$ cat config.mk
export PLATFORM = sky130hd
export DESIGN_NAME = pipe_ctrl_chain
export DESIGN_NICKNAME = d
export VERILOG_FILES = /design/src/rtl/pipe_ctrl_chain_pkg.sv /design/src/rtl/pipe_ctrl_chain_stage_reg.sv /design/src/rtl/pipe_ctrl_chain.sv
export SDC_FILE = /design/constraint.sdc
export NUM_CORES = 1
export LEC_CHECK = 0
export ABC_AREA = 1
export ABC_CLOCK_PERIOD_IN_PS = 1450
export BUFFER_PORTS_ARGS = -buffer_cell sky130_fd_sc_hd__buf_2
export CORE_ASPECT_RATIO = 0.5
export CORE_MARGIN = 8
export CORE_UTILIZATION = 52
export CTS_BUF_LIST = sky130_fd_sc_hd__clkbuf_8
export CTS_CLUSTER_DIAMETER = 40
export DETAILED_ROUTE_END_ITERATION = 16
export MAX_ROUTING_LAYER = met4
export PLACE_DENSITY_LB_ADDON = 0.05
export SETUP_SLACK_MARGIN = 0.5
export SYNTH_ARGS = -nofsm -noshare
export SYNTH_HDL_FRONTEND = slang
export SYNTH_SLANG_ARGS = --single-unit
$ cat constraint.sdc
create_clock -name clk_i -period 1.45 [get_ports clk_i]
set_input_delay 0.0725 -clock clk_i [delete_from_list [all_inputs] [get_ports clk_i]]
set_output_delay 0.0725 -clock clk_i [all_outputs]
set_load 0.05 [all_outputs]
$ cat src/rtl/pipe_ctrl_chain_pkg.sv
// Shared constants for the pipeline-control chain.
// Defaults for control-word and register-address widths.
package pipe_ctrl_chain_pkg;

  localparam int PIPE_CTRL_W     = 8;
  localparam int PIPE_REG_ADDR_W = 5;
  localparam int FWD_SEL_RF      = 0;

endpackage

$ cat src/rtl/pipe_ctrl_chain_stage_reg.sv
// One downstream pipeline stage register.
// Load takes new content, bubble forces valid low, kill clears a held stage.
module pipe_ctrl_chain_stage_reg
  import pipe_ctrl_chain_pkg::*;
#(
  parameter int CTRL_W     = PIPE_CTRL_W,
  parameter int REG_ADDR_W = PIPE_REG_ADDR_W
) (
  input  logic                  clk_i,
  input  logic                  rst_i,
  input  logic                  load,
  input  logic                  bubble,
  input  logic                  kill,
  input  logic                  d_valid,
  input  logic [CTRL_W-1:0]     d_ctrl,
  input  logic [REG_ADDR_W-1:0] d_rd,
  input  logic                  d_reg_write,
  input  logic                  d_mem_read,
  output logic                  q_valid,
  output logic [CTRL_W-1:0]     q_ctrl,
  output logic [REG_ADDR_W-1:0] q_rd,
  output logic                  q_reg_write,
  output logic                  q_mem_read
);

  // Advance, insert a bubble (stale payload kept), or clear valid in place.
  always_ff @(posedge clk_i or posedge rst_i) begin
    if (rst_i) begin
      q_valid     <= 1'b0;
      q_ctrl      <= '0;
      q_rd        <= '0;
      q_reg_write <= 1'b0;
      q_mem_read  <= 1'b0;
    end else if (load) begin
      q_valid <= d_valid & ~bubble;
      if (!bubble) begin
        q_ctrl      <= d_ctrl;
        q_rd        <= d_rd;
        q_reg_write <= d_reg_write;
        q_mem_read  <= d_mem_read;
      end
    end else if (kill) begin
      q_valid <= 1'b0;
    end
  end

endmodule

$ cat src/rtl/pipe_ctrl_chain.sv
// Control chain from decode through NUM_STAGES stages: stall, flush,
// load-use hazard and forwarding select. Option: PIPE_PERF_CNT_EN.
module pipe_ctrl_chain
  import pipe_ctrl_chain_pkg::*;
#(
  parameter int NUM_STAGES = 3,
  parameter int CTRL_W     = PIPE_CTRL_W,
  parameter int REG_ADDR_W = PIPE_REG_ADDR_W,
  parameter int SEL_W      = $clog2(NUM_STAGES + 1)
) (
  input  logic                             clk_i,
  input  logic                             rst_i,
  input  logic                             in_valid_i,
  input  logic [CTRL_W-1:0]                in_ctrl_i,
  input  logic [REG_ADDR_W-1:0]            in_rd_i,
  input  logic                             in_reg_write_i,
  input  logic                             in_mem_read_i,
  output logic                             in_ready_o,
  input  logic [REG_ADDR_W-1:0]            id_rs1_i,
  input  logic [REG_ADDR_W-1:0]            id_rs2_i,
  input  logic                             id_use_rs1_i,
  input  logic                             id_use_rs2_i,
  input  logic [NUM_STAGES-1:0]            stall_i,
  input  logic [NUM_STAGES-1:0]            flush_i,
  output logic [NUM_STAGES-1:0]            stage_valid_o,
  output logic [NUM_STAGES*CTRL_W-1:0]     stage_ctrl_o,
  output logic [NUM_STAGES*REG_ADDR_W-1:0] stage_rd_o,
  output logic [NUM_STAGES-1:0]            stage_reg_write_o,
  output logic                             load_use_hazard_o,
  output logic [SEL_W-1:0]                 fwd_sel_rs1_o,
  output logic [SEL_W-1:0]                 fwd_sel_rs2_o
`ifdef PIPE_PERF_CNT_EN
  ,
  output logic [31:0]                      perf_stall_cycles_o,
  output logic [31:0]                      perf_flush_cnt_o
`endif
);

  logic [NUM_STAGES-1:0] hold;
  logic [NUM_STAGES-1:0] s_valid;
  logic [NUM_STAGES-1:0] s_rw;
  logic [NUM_STAGES-1:0] s_mr;
  logic [NUM_STAGES-1:0] wr_ok;
  logic [CTRL_W-1:0]     s_ctrl [NUM_STAGES];
  logic [REG_ADDR_W-1:0] s_rd   [NUM_STAGES];
  logic                  rs1_hit0;
  logic                  rs2_hit0;
  logic                  unused_mr;

  // A stage holds if it or any later stage stalls.
  always_comb begin
    hold = '0;
    for (int k = 0; k < NUM_STAGES; k++)
      hold[k] = |(stall_i >> k);
  end

  for (genvar k = 0; k < NUM_STAGES; k++) begin : g_stage
    logic                  d_valid;
    logic [CTRL_W-1:0]     d_ctrl;
    logic [REG_ADDR_W-1:0] d_rd;
    logic                  d_rw;
    logic                  d_mr;
    logic                  bub;

    if (k == 0) begin : g_head
      assign d_valid = in_valid_i;
      assign d_ctrl  = in_ctrl_i;
      assign d_rd    = in_rd_i;
      assign d_rw    = in_reg_write_i;
      assign d_mr    = in_mem_read_i;
      assign bub     = ~in_ready_o;
    end else begin : g_body
      assign d_valid = s_valid[k-1];
      assign d_ctrl  = s_ctrl[k-1];
      assign d_rd    = s_rd[k-1];
      assign d_rw    = s_rw[k-1];
      assign d_mr    = s_mr[k-1];
      assign bub     = hold[k-1] | flush_i[k-1];
    end

    pipe_ctrl_chain_stage_reg #(
      .CTRL_W     (CTRL_W),
      .REG_ADDR_W (REG_ADDR_W)
    ) u_reg (
      .clk_i       (clk_i),
      .rst_i       (rst_i),
      .load        (~hold[k]),
      .bubble      (bub),
      .kill        (flush_i[k]),
      .d_valid     (d_valid),
      .d_ctrl      (d_ctrl),
      .d_rd        (d_rd),
      .d_reg_write (d_rw),
      .d_mem_read  (d_mr),
      .q_valid     (s_valid[k]),
      .q_ctrl      (s_ctrl[k]),
      .q_rd        (s_rd[k]),
      .q_reg_write (s_rw[k]),
      .q_mem_read  (s_mr[k])
    );

    assign stage_ctrl_o[k*CTRL_W +: CTRL_W]       = s_ctrl[k];
    assign stage_rd_o[k*REG_ADDR_W +: REG_ADDR_W] = s_rd[k];
    assign wr_ok[k] = s_valid[k] & s_rw[k] & (s_rd[k] != '0);
  end

  assign unused_mr         = s_mr[NUM_STAGES-1];
  assign stage_valid_o     = s_valid;
  assign stage_reg_write_o = s_valid & s_rw;

  assign rs1_hit0 = id_use_rs1_i & (s_rd[0] == id_rs1_i);
  assign rs2_hit0 = id_use_rs2_i & (s_rd[0] == id_rs2_i);

  assign load_use_hazard_o = wr_ok[0] & s_mr[0] & (rs1_hit0 | rs2_hit0);
  assign in_ready_o        = ~hold[0] & ~load_use_hazard_o;

  // Youngest matching writer wins; a load in EX cannot forward yet.
  always_comb begin
    fwd_sel_rs1_o = SEL_W'(FWD_SEL_RF);
    fwd_sel_rs2_o = SEL_W'(FWD_SEL_RF);
    for (int k = NUM_STAGES - 1; k >= 0; k--) begin
      if (wr_ok[k] && id_use_rs1_i && s_rd[k] == id_rs1_i)
        fwd_sel_rs1_o = (k == 0 && s_mr[0]) ? SEL_W'(FWD_SEL_RF)
                                            : SEL_W'(k + 1);
      if (wr_ok[k] && id_use_rs2_i && s_rd[k] == id_rs2_i)
        fwd_sel_rs2_o = (k == 0 && s_mr[0]) ? SEL_W'(FWD_SEL_RF)
                                            : SEL_W'(k + 1);
    end
  end

`ifdef PIPE_PERF_CNT_EN
  // Count refused decode cycles and cycles where a flush kills something.
  always_ff @(posedge clk_i or posedge rst_i) begin
    if (rst_i) begin
      perf_stall_cycles_o <= '0;
      perf_flush_cnt_o    <= '0;
    end else begin
      if (in_valid_i && !in_ready_o)
        perf_stall_cycles_o <= perf_stall_cycles_o + 32'd1;
      if (|(flush_i & s_valid))
        perf_flush_cnt_o <= perf_flush_cnt_o + 32'd1;
    end
  end
`endif

endmodule

==> results.toml, run 1 <==
[synthesis]
synth-async-reset-ratio_pct = 100
synth.yosys.seq_area_share_pct = 46.0
synth_nets = 351
synthCells = 315
synth_area_sq_um = 2500
dominantRegCellSynth = "dfrtp_1"
synth-edff-count = 0
ys_ff_latch = 46
synthDistinctLibCells = 30
ys_warn_count = 0
avgSynthCellArea_sq_um = 7.94

[placed_design]
dp_slack_ns = -0.140
gp_congestion = 1.02
dp_hpwl_mm = 6.10
io_buffers = 86

[sta]
postGrtWorstEndpoint = "fwd_sel_rs2_o[1]"
worst-ep-kind = "output port"

[status]
status = "stopped before the end"
lastStage = "5_1_grt"
firstError = "[ERROR DPL-0038] Utilization greater than 100%, impossible to legalize"

[clock_tree]
htreeDepth = 2
clock_sinks = 46
cts_root_buffer = "clkbuf_8"
cts_made_buffers = 5
cts_buffer_depth = 2

[floorplan]
die_w_microns = 114
dieHeight_microns = 65.0
boundaryPins = 87
num_rows = 17
initial_core_util_pct = 55.4

[global_route]
grt_max_degree = 28
-- Yosys cell counts (3+ instances only) --
library cell / n / area share (%)
nand2_1: 94 / 14
dfrtp_1: 46 / 46
inv_1: 32 / 4.8
nand3_1: 22 / 4.4
o21ai_0: 22 / 4.4
nor2_1: 20 / 3.0
nand2_2: 12 / 3.0
inv_2: 9 / 1.4
mux2_2: 8 / 3.6
a21oi_1: 7 / 1.4
nand4_1: 5 / 1.3
nor2_2: 5 / 1.3
xor2_1: 4 / 1.4
buf_2: 3 / 0.60
buf_4: 3 / 0.90
-- metrics by stage --
step / instance area (sq um) / util [%] / cells
floorplan: 2650 / - / 315
global placement: 3370 / 74.7 / 492
detailed placement: 3370 / 74.7 / 492
CTS: 4330 / 95.9 / 532
-- what timing repair did --
item / in CTS
resized for setup: 186
endpoints found under the hold margin: 23
pin swaps: 24
buffers inserted: 27
hold buffers: 5
setup endpoints to repair: 67
-- kinds of logic after synthesis --
kind of cell | count (synthesis) | synth area share [%]
flip-flops | 46 | 46.0
AND/OR/NAND/NOR | 168 | 31.0
XOR/XNOR | 6 | 2.10
multiplexers | 10 | 4.50
buffers and inverters | 52 | 9.46
AO/OA/AOI/OAI | 33 | 6.91
==> inputs of run 2 (changes only) <==
--- a/config.mk
+++ b/config.mk
@@ -8,15 +8,10 @@
 export ABC_AREA = 1
 export ABC_CLOCK_PERIOD_IN_PS = 1450
 export BUFFER_PORTS_ARGS = -buffer_cell sky130_fd_sc_hd__buf_2
-export CORE_ASPECT_RATIO = 0.5
 export CORE_MARGIN = 8
-export CORE_UTILIZATION = 52
-export CTS_BUF_LIST = sky130_fd_sc_hd__clkbuf_8
-export CTS_CLUSTER_DIAMETER = 40
+export CORE_UTILIZATION = 40
 export DETAILED_ROUTE_END_ITERATION = 16
-export MAX_ROUTING_LAYER = met4
-export PLACE_DENSITY_LB_ADDON = 0.05
-export SETUP_SLACK_MARGIN = 0.5
+export PLACE_DENSITY_LB_ADDON = 0.15
 export SYNTH_ARGS = -nofsm -noshare
 export SYNTH_HDL_FRONTEND = slang
 export SYNTH_SLANG_ARGS = --single-unit
==> run 2 against run 1 <==
- the flow now finishes, with violations (negative setup slack)
- synthesized cell count did not move
- area after synthesis is the same
==> results.toml, run 2 <==
[status]
status = "finished, violations left"
violations = "negative setup slack"

[critical_path]
crit_path_max_incr_delay_ns = 0.39
worstRegToRegCells = 12
path_cells = "inv_2 > buf_6 > a21oi_2 > nand4_1 > nor2_1 > nand2_1 > buf_6 > o21ai_4 > buf_6"
required_ns = 1.38
crit_top_cell = "buf_6"
worst_path_dominant_cell_family = "buffers and inverters"
cp_slowest_cell = "dfrtp_2"
r2r-end = "g_stage[0].u_reg.q_ctrl[0]"
cp_num_buf_inv = 4
reg2reg_from = "g_stage[0].u_reg.q_rd[4]"
critPathLaunchType = "flop"
crit_fanout = 4
crit_arrival_ns = 1.65
r2r_slack_ns = -0.14
cp-end-kind = "output port"
crit_type = "reg2out"

[global_route]
grt.overflow.total = 0
grt_usage_pct = 17.7
grt_max_degree = 32
grt_pass1_vias = 2501
grt_pass1_wl_mm = 12.5
antenna_found_initial = 0

[min_path]
whs_path_depth = 3
hold_end = "g_stage[0].u_reg.q_ctrl[2]"
holdCritPathClass = "in2reg"
hold_start = "in_ctrl_i[2]"

[sta]
tightestPinTransition_ns = 0.357
relSlewSlack_pct = 76.2
period_minus_slack_ns = 1.73
rsz0062_at_grt = "yes"
finalCritPeriodShare_pct = 119
timing.setup.tns_ns = -3.34
fmax_ghz = 0.580
setup_violations = 21
hold_viol = 0
slew_viol_final = 0
worst_slack_ns = -0.275
fin_skew_ns = 0.00477

[layout]
fill_cells = 585
top_register = "g_stage.u_reg.q_ctrl"
largest_register_ffs = 24
most-common-layout-cells = "buf_2 (80), nand2_1 (79), buf_4 (34)"
area_growth_pct = 51.6
largestRegisters = "g_stage.u_reg.q_ctrl: 24 flops, g_stage.u_reg.q_rd: 15 flops"
final_common_cell = "buf_2"
drive_gt1_share_pct = 51.5
nNetsFinal = 487
diodes = 0
design_area_sq_um = 3790

[clock_tree]
htreeDepth = 2
clkTransAtPathRegs_ns = 0.09
cts_tree = "done"
cts_made_buffers = 5
clock_sinks = 46
insertion_delay_ns = 0.30
cts_root_buffer = "clkbuf_8"
cts_buffer_depth = 2

[drt]
vias_per_cell = 4.75
drc_errors = 0
vias = 2511
first_iter_violations = 110
routed_wl_mm = 7.84
wl_per_cell_microns = 14.8
first_pass_iters = 4
ant_nets = 0

[synthesis]
synthCells = 315
synth-edff-count = 0
synth-async-reset-ratio_pct = 100
avgSynthCellArea_sq_um = 7.94
synth.top_cells.by_area = "dfrtp_1 (46%), nand2_1 (14%), inv_1 (4.8%), nand3_1 (4.4%), o21ai_0 (4.4%)"
synth_most_common_cell = "nand2_1"
synth.largest_area_cell = "dfrtp_1"
synthDistinctLibCells = 30
synth.yosys.seq_area_share_pct = 46.0
synth_top_cells_by_count = "nand2_1 (94), dfrtp_1 (46), inv_1 (32)"
synth_area_sq_um = 2500
ys_warn_count = 0
dominantRegCellSynth = "dfrtp_1"
synth_nets = 351
ys_ff_latch = 46
yosys.area.top_type_share_pct = 46.0

[floorplan]
dieHeight_microns = 95.1
num_rows = 29
fp.dieArea_sq_um = 9040
core_sq_um = 6200
initial_core_util_pct = 40.3
boundaryPins = 87
die_w_microns = 95.1

[power]
peakVddDrop_v = 0.00131
p_leak_nw = 2.00
power_density_nw_per_um2 = 1300

[placed_design]
gp_congestion = 0.870
io_buffers = 86
placed_area_sq_um = 3350
dp_hpwl_mm = 6.04

[job]
max_cap_violations = 0
run 2: cell counts after synthesis:
No cell type changed its count.
run 2: tightest hold or removal path, stage by stage:
cell	delay [ns]
buf_2	0.08
nand3_1	0.06
nand2_1	0.06
run 2: cell type report:
type | instances | area (sq um) | share of cell area [%]
multi-input combinational | 217 | 1260 | 33.2
sequential | 46 | 1170 | 30.9
timing repair buffer | 139 | 985 | 26.0
inverter | 42 | 186 | 4.92
tap | 77 | 96.3 | 2.54
clock buffer | 5 | 68.8 | 1.82
clock inverter | 3 | 23.8 | 0.627
run 2: how the worst max path moves through the flow:
stage                     cells past startpoint  slack, ns                       end                         start
final                                         9      -0.28          fwd_sel_rs2_o[1]      g_stage[1].u_reg.q_rd[3]
after CTS                                     7      -0.30          fwd_sel_rs1_o[1]      g_stage[1].u_reg.q_rd[3]
after global routing                         10      -0.41          fwd_sel_rs2_o[1]      g_stage[0].u_reg.q_rd[1]
after global placement                        6      -0.07          fwd_sel_rs1_o[1]      g_stage[1].u_reg.q_rd[4]
after detailed placement                     11      -0.08  g_stage[0].u_reg.q_rd[2]      g_stage[0].u_reg.q_rd[1]
after floorplan                               7      -0.07         load_use_hazard_o  g_stage[0].u_reg.q_reg_write
run 2: layer usage:
metal / track usage [%] / part of all wire (%)
met5: 0 / 0
met4: 4.16 / 1.3
met3: 3.86 / 6.8
met2: 29.2 / 48
met1: 23.2 / 44
run 2: logic make-up (layout without fill, tap and decap cells):
logic type | count (synthesis) | count (layout) | synth area share, %
AOI/OAI and AO/OA | 33 | 33 | 6.91
and+or+nand+nor | 168 | 168 | 31.0
muxes | 10 | 10 | 4.50
DFF | 46 | 46 | 46.0
xor gates and xnor gates | 6 | 6 | 2.10
buffers and inverters | 52 | 189 | 9.46
run 2: stage by stage:
stage / hold WS, ns / total power [mW] / utilization [%] / setup slack [ns] / instances
3_5_place_dp: 0.0619 / 4.05 / 54.0 / -0.0814 / 505
3_3_place_gp: 0.0627 / 4.02 / 54.0 / -0.0704 / 505
4_1_cts: 0.000673 / 4.93 / 59.9 / -0.302 / 528
2_1_floorplan: 0.171 / 3.32 / - / -0.0694 / 315
6_report: 0.00631 / 4.94 / 61.1 / -0.275 / 529
5_1_grt: 0.00219 / 5.22 / 61.1 / -0.410 / 529
run 2: timing repair:
item	4_1_cts	5_1_grt
setup endpoints to repair	18	22
pin swaps	12	5
resized for setup	37	19
hold buffers	9	0
setup buffers	5	1
gates cloned	1	0
endpoints found under the hold margin	23	0
run 2: power by group:
group          switching, mW  total, mW  internal, mW  leakage (nW)
clock                  0.461      0.806         0.345        0.0408
sequential             0.234       1.81          1.58         0.559
combinational           1.60       2.32         0.727          1.40
No activity file was read; power rests on OpenSTA's default activity.
